--- config.mk ---
export PLATFORM = sky130hd
export DESIGN_NAME = alu_li_pipe
export DESIGN_NICKNAME = d
export VERILOG_FILES = /design/src/rtl/alu_li_pkg.sv /design/src/rtl/alu_li_fifo.sv /design/src/rtl/alu_li_pipe.sv
export SDC_FILE = /design/constraint.sdc
export NUM_CORES = 2
export LEC_CHECK = 0
export ABC_AREA = 1
export CAP_MARGIN = 25
export CORE_MARGIN = 2
export CORE_UTILIZATION = 40
export CTS_CLUSTER_DIAMETER = 80
export CTS_CLUSTER_SIZE = 16
export DETAILED_ROUTE_END_ITERATION = 12
export DONT_BUFFER_PORTS = 1
export REMOVE_ABC_BUFFERS = 1
export SYNTH_ARGS = -nofsm -noshare
export SYNTH_HDL_FRONTEND = slang
export SYNTH_SLANG_ARGS = --single-unit
export TNS_END_PERCENT = 10
--- constraint.sdc ---
create_clock -name clk -period 2.6 [get_ports clk]
set_input_delay 0.52 -clock clk [delete_from_list [all_inputs] [get_ports clk]]
set_output_delay 0.52 -clock clk [all_outputs]
set_load 0.03 [all_outputs]
--- src/rtl/alu_li_pkg.sv ---
// rtl/alu_li_pkg.sv - shared opcode definitions for the pipelined ALU
package alu_li_pkg;

  localparam int OP_W = 2;

  typedef enum logic [OP_W-1:0] {
    OP_ADD = 2'd0,
    OP_MUL = 2'd1,
    OP_SUB = 2'd2,
    OP_XOR = 2'd3
  } op_e;

endpackage

--- src/rtl/alu_li_fifo.sv ---
// rtl/alu_li_fifo.sv - result queue; occupancy tracked by count, pointers wrap modulo DEPTH
module alu_li_fifo
  import alu_li_pkg::*;
#(
  parameter int WIDTH = 32,
  parameter int DEPTH = 4
) (
  input  logic                       clk,
  input  logic                       rst,
  input  logic                       push_i,
  input  logic [WIDTH-1:0]           push_data_i,
  input  logic                       pop_i,
  output logic [WIDTH-1:0]           head_o,
  output logic [$clog2(DEPTH+1)-1:0] count_o
);

  localparam int PTR_W = $clog2(DEPTH);
  localparam int CNT_W = $clog2(DEPTH + 1);

  logic [WIDTH-1:0] mem_q [DEPTH];
  logic [PTR_W-1:0] wr_ptr_q, wr_ptr_d;
  logic [PTR_W-1:0] rd_ptr_q, rd_ptr_d;
  logic [CNT_W-1:0] count_q, count_d;
  logic             pop_ok;
  logic             push_ok;

  // A pop on empty is ignored; a push is taken when there is room or a pop frees a slot this cycle.
  always_comb begin
    pop_ok   = pop_i && (count_q != '0);
    push_ok  = push_i && ((count_q != CNT_W'(DEPTH)) || pop_ok);
    wr_ptr_d = wr_ptr_q;
    rd_ptr_d = rd_ptr_q;
    count_d  = count_q;
    if (push_ok) begin
      wr_ptr_d = (wr_ptr_q == PTR_W'(DEPTH - 1)) ? '0 : wr_ptr_q + PTR_W'(1);
    end
    if (pop_ok) begin
      rd_ptr_d = (rd_ptr_q == PTR_W'(DEPTH - 1)) ? '0 : rd_ptr_q + PTR_W'(1);
    end
    if (push_ok && !pop_ok) begin
      count_d = count_q + CNT_W'(1);
    end else if (pop_ok && !push_ok) begin
      count_d = count_q - CNT_W'(1);
    end
  end

  // Pointer and occupancy registers, cleared asynchronously.
  always_ff @(posedge clk or posedge rst) begin
    if (rst) begin
      wr_ptr_q <= '0;
      rd_ptr_q <= '0;
      count_q  <= '0;
    end else begin
      wr_ptr_q <= wr_ptr_d;
      rd_ptr_q <= rd_ptr_d;
      count_q  <= count_d;
    end
  end

  // Storage array; contents are meaningless unless counted as occupied.
  always_ff @(posedge clk) begin
    if (push_ok) begin
      mem_q[wr_ptr_q] <= push_data_i;
    end
  end

  assign head_o  = mem_q[rd_ptr_q];
  assign count_o = count_q;

endmodule

--- src/rtl/alu_li_pipe.sv ---
// rtl/alu_li_pipe.sv - credit-based pipelined ALU with output queue; optional stats via ALU_LI_PIPE_STATS_EN
module alu_li_pipe
  import alu_li_pkg::*;
#(
  parameter int WIDTH   = 32,
  parameter int LATENCY = 2,
  parameter int DEPTH   = 4
) (
  input  logic             clk,
  input  logic             reset,
  input  logic [WIDTH-1:0] a_in,
  input  logic [WIDTH-1:0] b_in,
  input  logic [OP_W-1:0]  op_in,
  input  logic             valid_in,
  output logic             ready_out,
  output logic [WIDTH-1:0] result_out,
  output logic             valid_out,
  input  logic             ready_in
`ifdef ALU_LI_PIPE_STATS_EN
  ,
  output logic [31:0]      stat_accepted,
  output logic [31:0]      stat_completed,
  output logic [31:0]      stat_stall
`endif
);

  localparam int CRD_W = $clog2(DEPTH + 1);

  logic [CRD_W-1:0] credits_q, credits_d;
  logic             accept;
  logic             pop;
  logic [WIDTH-1:0] calc;
  logic [WIDTH-1:0] res_q [LATENCY];
  logic [LATENCY-1:0] vld_q;
  logic [WIDTH-1:0] head;
  logic [CRD_W-1:0] occupancy;

  // Credits cover both in-flight and buffered results, so the queue can never overflow.
  assign ready_out = (credits_q != '0);
  assign accept    = valid_in && ready_out;
  assign pop       = valid_out && ready_in;

  // Credit bookkeeping: accept consumes one, pop returns one, both together cancel.
  always_comb begin
    credits_d = credits_q;
    if (accept && !pop) begin
      credits_d = credits_q - CRD_W'(1);
    end else if (pop && !accept) begin
      credits_d = credits_q + CRD_W'(1);
    end
  end

  // Credit register; a reset returns every credit.
  always_ff @(posedge clk or posedge reset) begin
    if (reset) begin
      credits_q <= CRD_W'(DEPTH);
    end else begin
      credits_q <= credits_d;
    end
  end

  // Modulo-2^WIDTH arithmetic; the result width truncates add/sub/mul.
  always_comb begin
    calc = '0;
    case (op_e'(op_in))
      OP_ADD:  calc = a_in + b_in;
      OP_MUL:  calc = a_in * b_in;
      OP_SUB:  calc = a_in - b_in;
      OP_XOR:  calc = a_in ^ b_in;
      default: calc = '0;
    endcase
  end

  // Delay line: stage 0 loads only on accept; valid bits carry bubbles so stale data never pushes.
  always_ff @(posedge clk or posedge reset) begin
    if (reset) begin
      vld_q <= '0;
      for (int i = 0; i < LATENCY; i++) begin
        res_q[i] <= '0;
      end
    end else begin
      vld_q[0] <= accept;
      if (accept) begin
        res_q[0] <= calc;
      end
      for (int i = 1; i < LATENCY; i++) begin
        vld_q[i] <= vld_q[i-1];
        res_q[i] <= res_q[i-1];
      end
    end
  end

  alu_li_fifo #(
    .WIDTH (WIDTH),
    .DEPTH (DEPTH)
  ) u_fifo (
    .clk         (clk),
    .rst         (reset),
    .push_i      (vld_q[LATENCY-1]),
    .push_data_i (res_q[LATENCY-1]),
    .pop_i       (pop),
    .head_o      (head),
    .count_o     (occupancy)
  );

  assign valid_out  = (occupancy != '0);
  assign result_out = valid_out ? head : '0;

`ifdef ALU_LI_PIPE_STATS_EN
  logic [31:0] stat_accepted_q;
  logic [31:0] stat_completed_q;
  logic [31:0] stat_stall_q;

  // Saturating event counters for accepts, pops and back-pressured input cycles.
  always_ff @(posedge clk or posedge reset) begin
    if (reset) begin
      stat_accepted_q  <= '0;
      stat_completed_q <= '0;
      stat_stall_q     <= '0;
    end else begin
      if (accept && (stat_accepted_q != 32'hFFFF_FFFF)) begin
        stat_accepted_q <= stat_accepted_q + 32'd1;
      end
      if (pop && (stat_completed_q != 32'hFFFF_FFFF)) begin
        stat_completed_q <= stat_completed_q + 32'd1;
      end
      if (valid_in && !ready_out && (stat_stall_q != 32'hFFFF_FFFF)) begin
        stat_stall_q <= stat_stall_q + 32'd1;
      end
    end
  end

  assign stat_accepted  = stat_accepted_q;
  assign stat_completed = stat_completed_q;
  assign stat_stall     = stat_stall_q;
`endif

endmodule

Yosys cells after proc, flatten, opt, wreduce, memory -nomap -nowiden

Memory sizes are Yosys's and may differ from the RTL's.
Cells that the tools add are included.

Flip-flop bits (word level): 76
Bits in writable memories: 128
Output and inout bits: 34
Memories kept: 1

Add/sub/neg operators: 8
Multipliers: 1
Eq/ne operators: 6
Mux-type cells: 10
Bitwise logic cells: 1
Reduce and logical (&&, ||, !) cells: 18

Memory list:

| name         | words | bits a word | read ports | clocked after memory_dff | write ports | line              | RTL |
|---|---|---|---|---|---|---|---|
| u_fifo.mem_q | 4     | 32          | 1          | 0                        | 1           | alu_li_fifo.sv:20 | `logic [WIDTH-1:0] mem_q [DEPTH];` |

Operators with widths:

| kind                                                                   | number |
|---|---|
| 32-bit one-hot mux with 4 select lines                                 | 1 |
| 32-bit adder                                                           | 1 |
| 32-bit by 32-bit multiplier with 32-bit output                         | 1 |
| 32-bit two-way mux                                                     | 1 |
| 32-bit subtractor                                                      | 1 |
| 32-bit XOR                                                             | 1 |
| 3-bit two-way mux                                                      | 4 |
| 2-bit equality test (second input constant)                            | 4 |
| 1-bit logical AND                                                      | 8 |
| 3-bit by 1-bit adder with 3-bit output (second input constant)         | 2 |
| 3-bit nonzero test                                                     | 2 |
| 3-bit by 1-bit subtractor with 3-bit output (second input constant)    | 2 |
| 2-bit by 1-bit adder with 2-bit output (second input constant)         | 2 |
| 1-bit logical NOT                                                      | 4 |
| 2-bit two-way mux                                                      | 2 |
| 2-bit nonzero test                                                     | 2 |
| 3-bit != test (second input constant)                                  | 1 |
| 2-bit by 1-bit equality test with 1-bit output (second input constant) | 1 |
| 2-bit logical NOT                                                      | 1 |
| 1-bit two-way mux                                                      | 2 |
| 1-bit logical OR                                                       | 1 |

Longest topological paths before layout

Depth after elaboration: 9
Mapped depth: 38
Gate-level depth less buffers: 36

Modules after synthesis

A second synthesis with hierarchy kept.

Cell total of the unflattened synthesis: 3593
Area total of the unflattened synthesis: 28138.2 µm²

By module, submodules not included:

| module      | times used | cells each | area each (µm²) |
|---|---|---|---|
| alu_li_pipe | 1          | 3160       | 22673.0 |
| alu_li_fifo | 1          | 433        | 5465.2 |

Least setup slack after synthesis

No wires, ideal clock.

Path kind: in2reg
From: in b_in[2]
To: reg res_q[61] in the netlist's numbering
Setup time: 0.063 ns
Arrival time: 6.793 ns
Setup slack: -4.257 ns
Stages on the path: 30
Path buffers: 3
Cells stage by stage: buf_6 -> clkbuf_1 -> buf_1 -> nand2_1 -> inv_1 -> fa_1 -> inv_1 -> fa_1 -> fa_1 -> fa_1 -> inv_1 -> fa_1 -> inv_1 -> fa_1 -> inv_1 -> fa_1 -> fa_1 -> ha_1 -> nand2_1 -> nor4_1 -> nand3_1 -> nand3_1 -> nand2_1 -> nand2_1 -> nand2_1 -> nand3_1 -> nand2_1 -> o211ai_1 -> o21ai_1 -> inv_1

Word-level cells in the longest chain between the ends: 2

RTL lines:

| element                                                                | line              | RTL |
|---|---|---|
| from (decl)                                                            | alu_li_pipe.sv:12 | `input logic [WIDTH-1:0] b_in,` |
| 32-bit by 32-bit multiplier with 32-bit output (tied with other cells) | alu_li_pipe.sv:67 | `OP_MUL: calc = a_in * b_in;` |
| 32-bit one-hot mux with 4 select lines *                               | alu_li_pipe.sv:65 | `case (op_e'(op_in))` |
| to (signal, indexed assignment)                                        | alu_li_pipe.sv:88 | `res_q[i] <= res_q[i-1];` |
| to (decl)                                                              | alu_li_pipe.sv:33 | `logic [WIDTH-1:0] res_q [LATENCY];` |

Every way passes the cells marked *; elsewhere a longest branch is shown, timed or not.
A chain may end at the register's enable or synchronous reset.

Worst setup path after layout

From: in b_in[5]
To: reg res_q[61] in the netlist's numbering

Same word-level chain as after synthesis.

==> summary.txt <==
status - finished, violations left
failing checks - negative setup slack
Via Count - 22,217
worst hold path type - in2reg
DRC - 0
fillers - 6,778
Nets - 4,282
Synth area leader - fa_1
async set-reset flop share out of synthesis - 37.3%
later-pin clock latency in the skew report - 500 ps
dpl hpwl - 61.6 mm
post-route setup TNS - -74,060 ps
H-tree depth - 1
setup ws final - -3350 ps
max frequency - 168 MHz
drt total wl - 80.0 mm
initial antenna violation count - 1
cell count after synthesis - 3,481
TritonCTS buffer count - 17
slew margin rel. - 62.6%
remaining antenna violation count - 0
Area Growth Syn to Fin - 14.4%
die height - 267 um
grt ovf - 0
#FFs+latches synth - 204
wire per inst - 17.7 um
first-pass GRT wire length - 127 mm
minimum clock period - 5950 ps
final setup fails - 28
post-synth top area share - 29.8%
reg-to-reg setup timing slack - 440 ps
Synth area leaders - fa_1 (30%), edfxtp_1 (14%), inv_1 (12%)
Startpoint Class - input port
EDFF count, synth - 128
Root Buffer - clkbuf_16
GRT Resource Usage Total - 23.0%
vias in the first global route - 22,884
post-synthesis sequential area ratio - 20.8%
Avg Synthesized Cell Area - 7.92 sq um
clock skew - 14.8 ps
WP data arrival - 6390 ps
largest net degree at the start of global routing - 53
PortBufs - 0
synthesized cell area - 0.0276 sq mm
post-DR vias/cell - 4.92
CP endpoint kind - register
Die Width - 267 um
maxcap violations - 0
Main synth FF type - edfxtp_1
Starting DRT DRC Count - 1,393
Final period util - 229%
placed insts - 4,482
CP Max Fanout - 30
final hold viol count - 0
core area - 0.0685 sq mm
layout cells sized above 1 - 13.3%
fin util - 46.1%
Yosys Warn Count - 0
Non-Filler Instances - 4,517
CTS tree - built
post-synth cell types - 54
standard-cell rows - 96
clk slew on worst S/H paths - 70 ps
critical path class - in2reg
CP required - 3040 ps
die area - 0.0710 sq mm
gpl congestion - 0.934
I/O pin total - 104
worst-margin pin slew - 560 ps
unrepaired setup endpoints after global routing - true
clock buffer depth - 3
starting density of the core - 40.3%
Final Max Tran Viols - 0
Num Clock Sinks - 204
Pre-Repair DR Iteration Count - 5
[area by class of cell]
type	count	area, sq um	area share [%]
repair buffers	281	2200	6.99
flip-flops and latches	204	5750	18.2
well taps	882	1100	3.50
clock inverters	3	32.5	0.103
clock buffers	27	473	1.50
inverters	882	3320	10.5
multi-input cells	2237	18700	59.2
diodes	1	2.50	0.00793
[worst max-delay path, stage by stage]
cell and delay [ps]:
nand2_1 60, inv_1 50, fa_1 540, fa_1 430
fa_1 500, inv_1 70, fa_1 560, inv_2 40
fa_1 540, fa_1 430, fa_1 580, fa_1 480
ha_4 340, nand2_4 60, nor4_4 290, nand3_1 130
nand3_2 120, nand2_2 60, nand2_2 80, nand2_2 70
nand3_2 50, nand2_1 40, o211ai_1 160, o21ai_1 80
inv_1 60
[metrics by stage]
stage               hold slack, ps  setup slack, ps  cell area [sq um]
finish                         233            -3350              31500
global route                   231            -3600              31500
global placement               333            -3980              30200
detailed placement             341            -3980              30200
floorplan                      331            -3720              26900
CTS                            220            -3320              31300
[cells in the mapped netlist, types with 4 or more instances]
| master | instances |
|---|---|
| o21ai_1 | 27 |
| clkbuf_1 | 102 |
| o211ai_1 | 6 |
| buf_1 | 33 |
| edfxtp_1 | 128 |
| inv_1 | 874 |
| nand2_1 | 826 |
| inv_2 | 6 |
| o21bai_1 | 6 |
| a31oi_1 | 13 |
| ha_1 | 178 |
| o21ai_0 | 133 |
| xor2_1 | 30 |
| dfrtp_1 | 75 |
| nor3_1 | 13 |
| nor2_1 | 223 |
| buf_2 | 21 |
| nand4_1 | 7 |
| or2_2 | 12 |
| a21o_1 | 4 |
| xnor2_1 | 28 |
| a21oi_1 | 153 |
| nand3b_1 | 12 |
| fa_1 | 411 |
| nor4_1 | 10 |
| nand3_1 | 102 |
[routing by layer]
layer	GRT usage (%)	vias to the layer above	share of wire, %
met3	2.37	115	5.6
met2	40.9	600	49
met1	30.1	10875	43
met5	0	-	0
met4	5.62	0	2.5
li1	-	10627	-
[cells by family after synthesis]
kind of cell / share of synthesized area, %
compound gates: 7.16
xor+xnor: 1.84
fa+ha+maj: 37.9
buf+inv: 14.3
flops: 20.8
mux: 0.0408
simple gates: 17.9
[layout by cell type, fill, tap and decap left out, types with 5 or more instances in the layout]
cell / instances
nor3_1: 9
nor2_1: 217
nand3_1: 94
xnor2_1: 27
ha_4: 25
o21ai_1: 29
a31oi_1: 13
xor2_1: 29
o21ai_0: 123
o21bai_1: 5
inv_2: 34
nand2_2: 17
o211ai_1: 6
nor2_2: 9
nor4_1: 8
clkbuf_1: 9
fa_1: 399
edfxtp_1: 128
o21ai_2: 11
dfrtp_1: 74
nor3_4: 5
nand4_1: 7
nand3_2: 10
a21oi_1: 139
buf_12: 5
inv_1: 842
ha_1: 153
a21oi_2: 10
nand2_1: 799
or2_2: 11
clkbuf_16: 17
nand2_4: 10
nand3b_1: 12
fa_2: 12
buf_4: 269
[state kept, by name (all words and copies together) (netlist names)]
signal and cells:
credits_q 3, res_q 64, u_fifo.count_o 3, u_fifo.mem_q 128
u_fifo.rd_ptr_q 2, u_fifo.wr_ptr_q 2, vld_q 2
[what timing repair did]
action | CTS | global route
pin swaps | 67 | 80
endpoints found under the hold margin | 23 | 0
setup endpoints to repair | 32 | 60
cloned | 0 | 0
hold buffers | 1 | 0
gates resized for setup | 105 | 83
setup buffers | 3 | 0
[worst paths after layout]
path / endpoint / cells past startpoint / startpoint
min in group asynchronous: credits_q[1] / 2 / reset
hold reg to reg: vld_q[1] / 0 / vld_q[0]
max in group asynchronous: res_q[60] / 3 / reset
setup reg to reg: u_fifo.count_o[1] / 9 / u_fifo.count_o[0]
setup / recovery: res_q[61] / 25 / b_in[5]
hold / removal: res_q[36] / 3 / op_in[0]
Power is not shown: default switching activity piles up to over one toggle a cycle in this logic, so the estimate is an artifact.
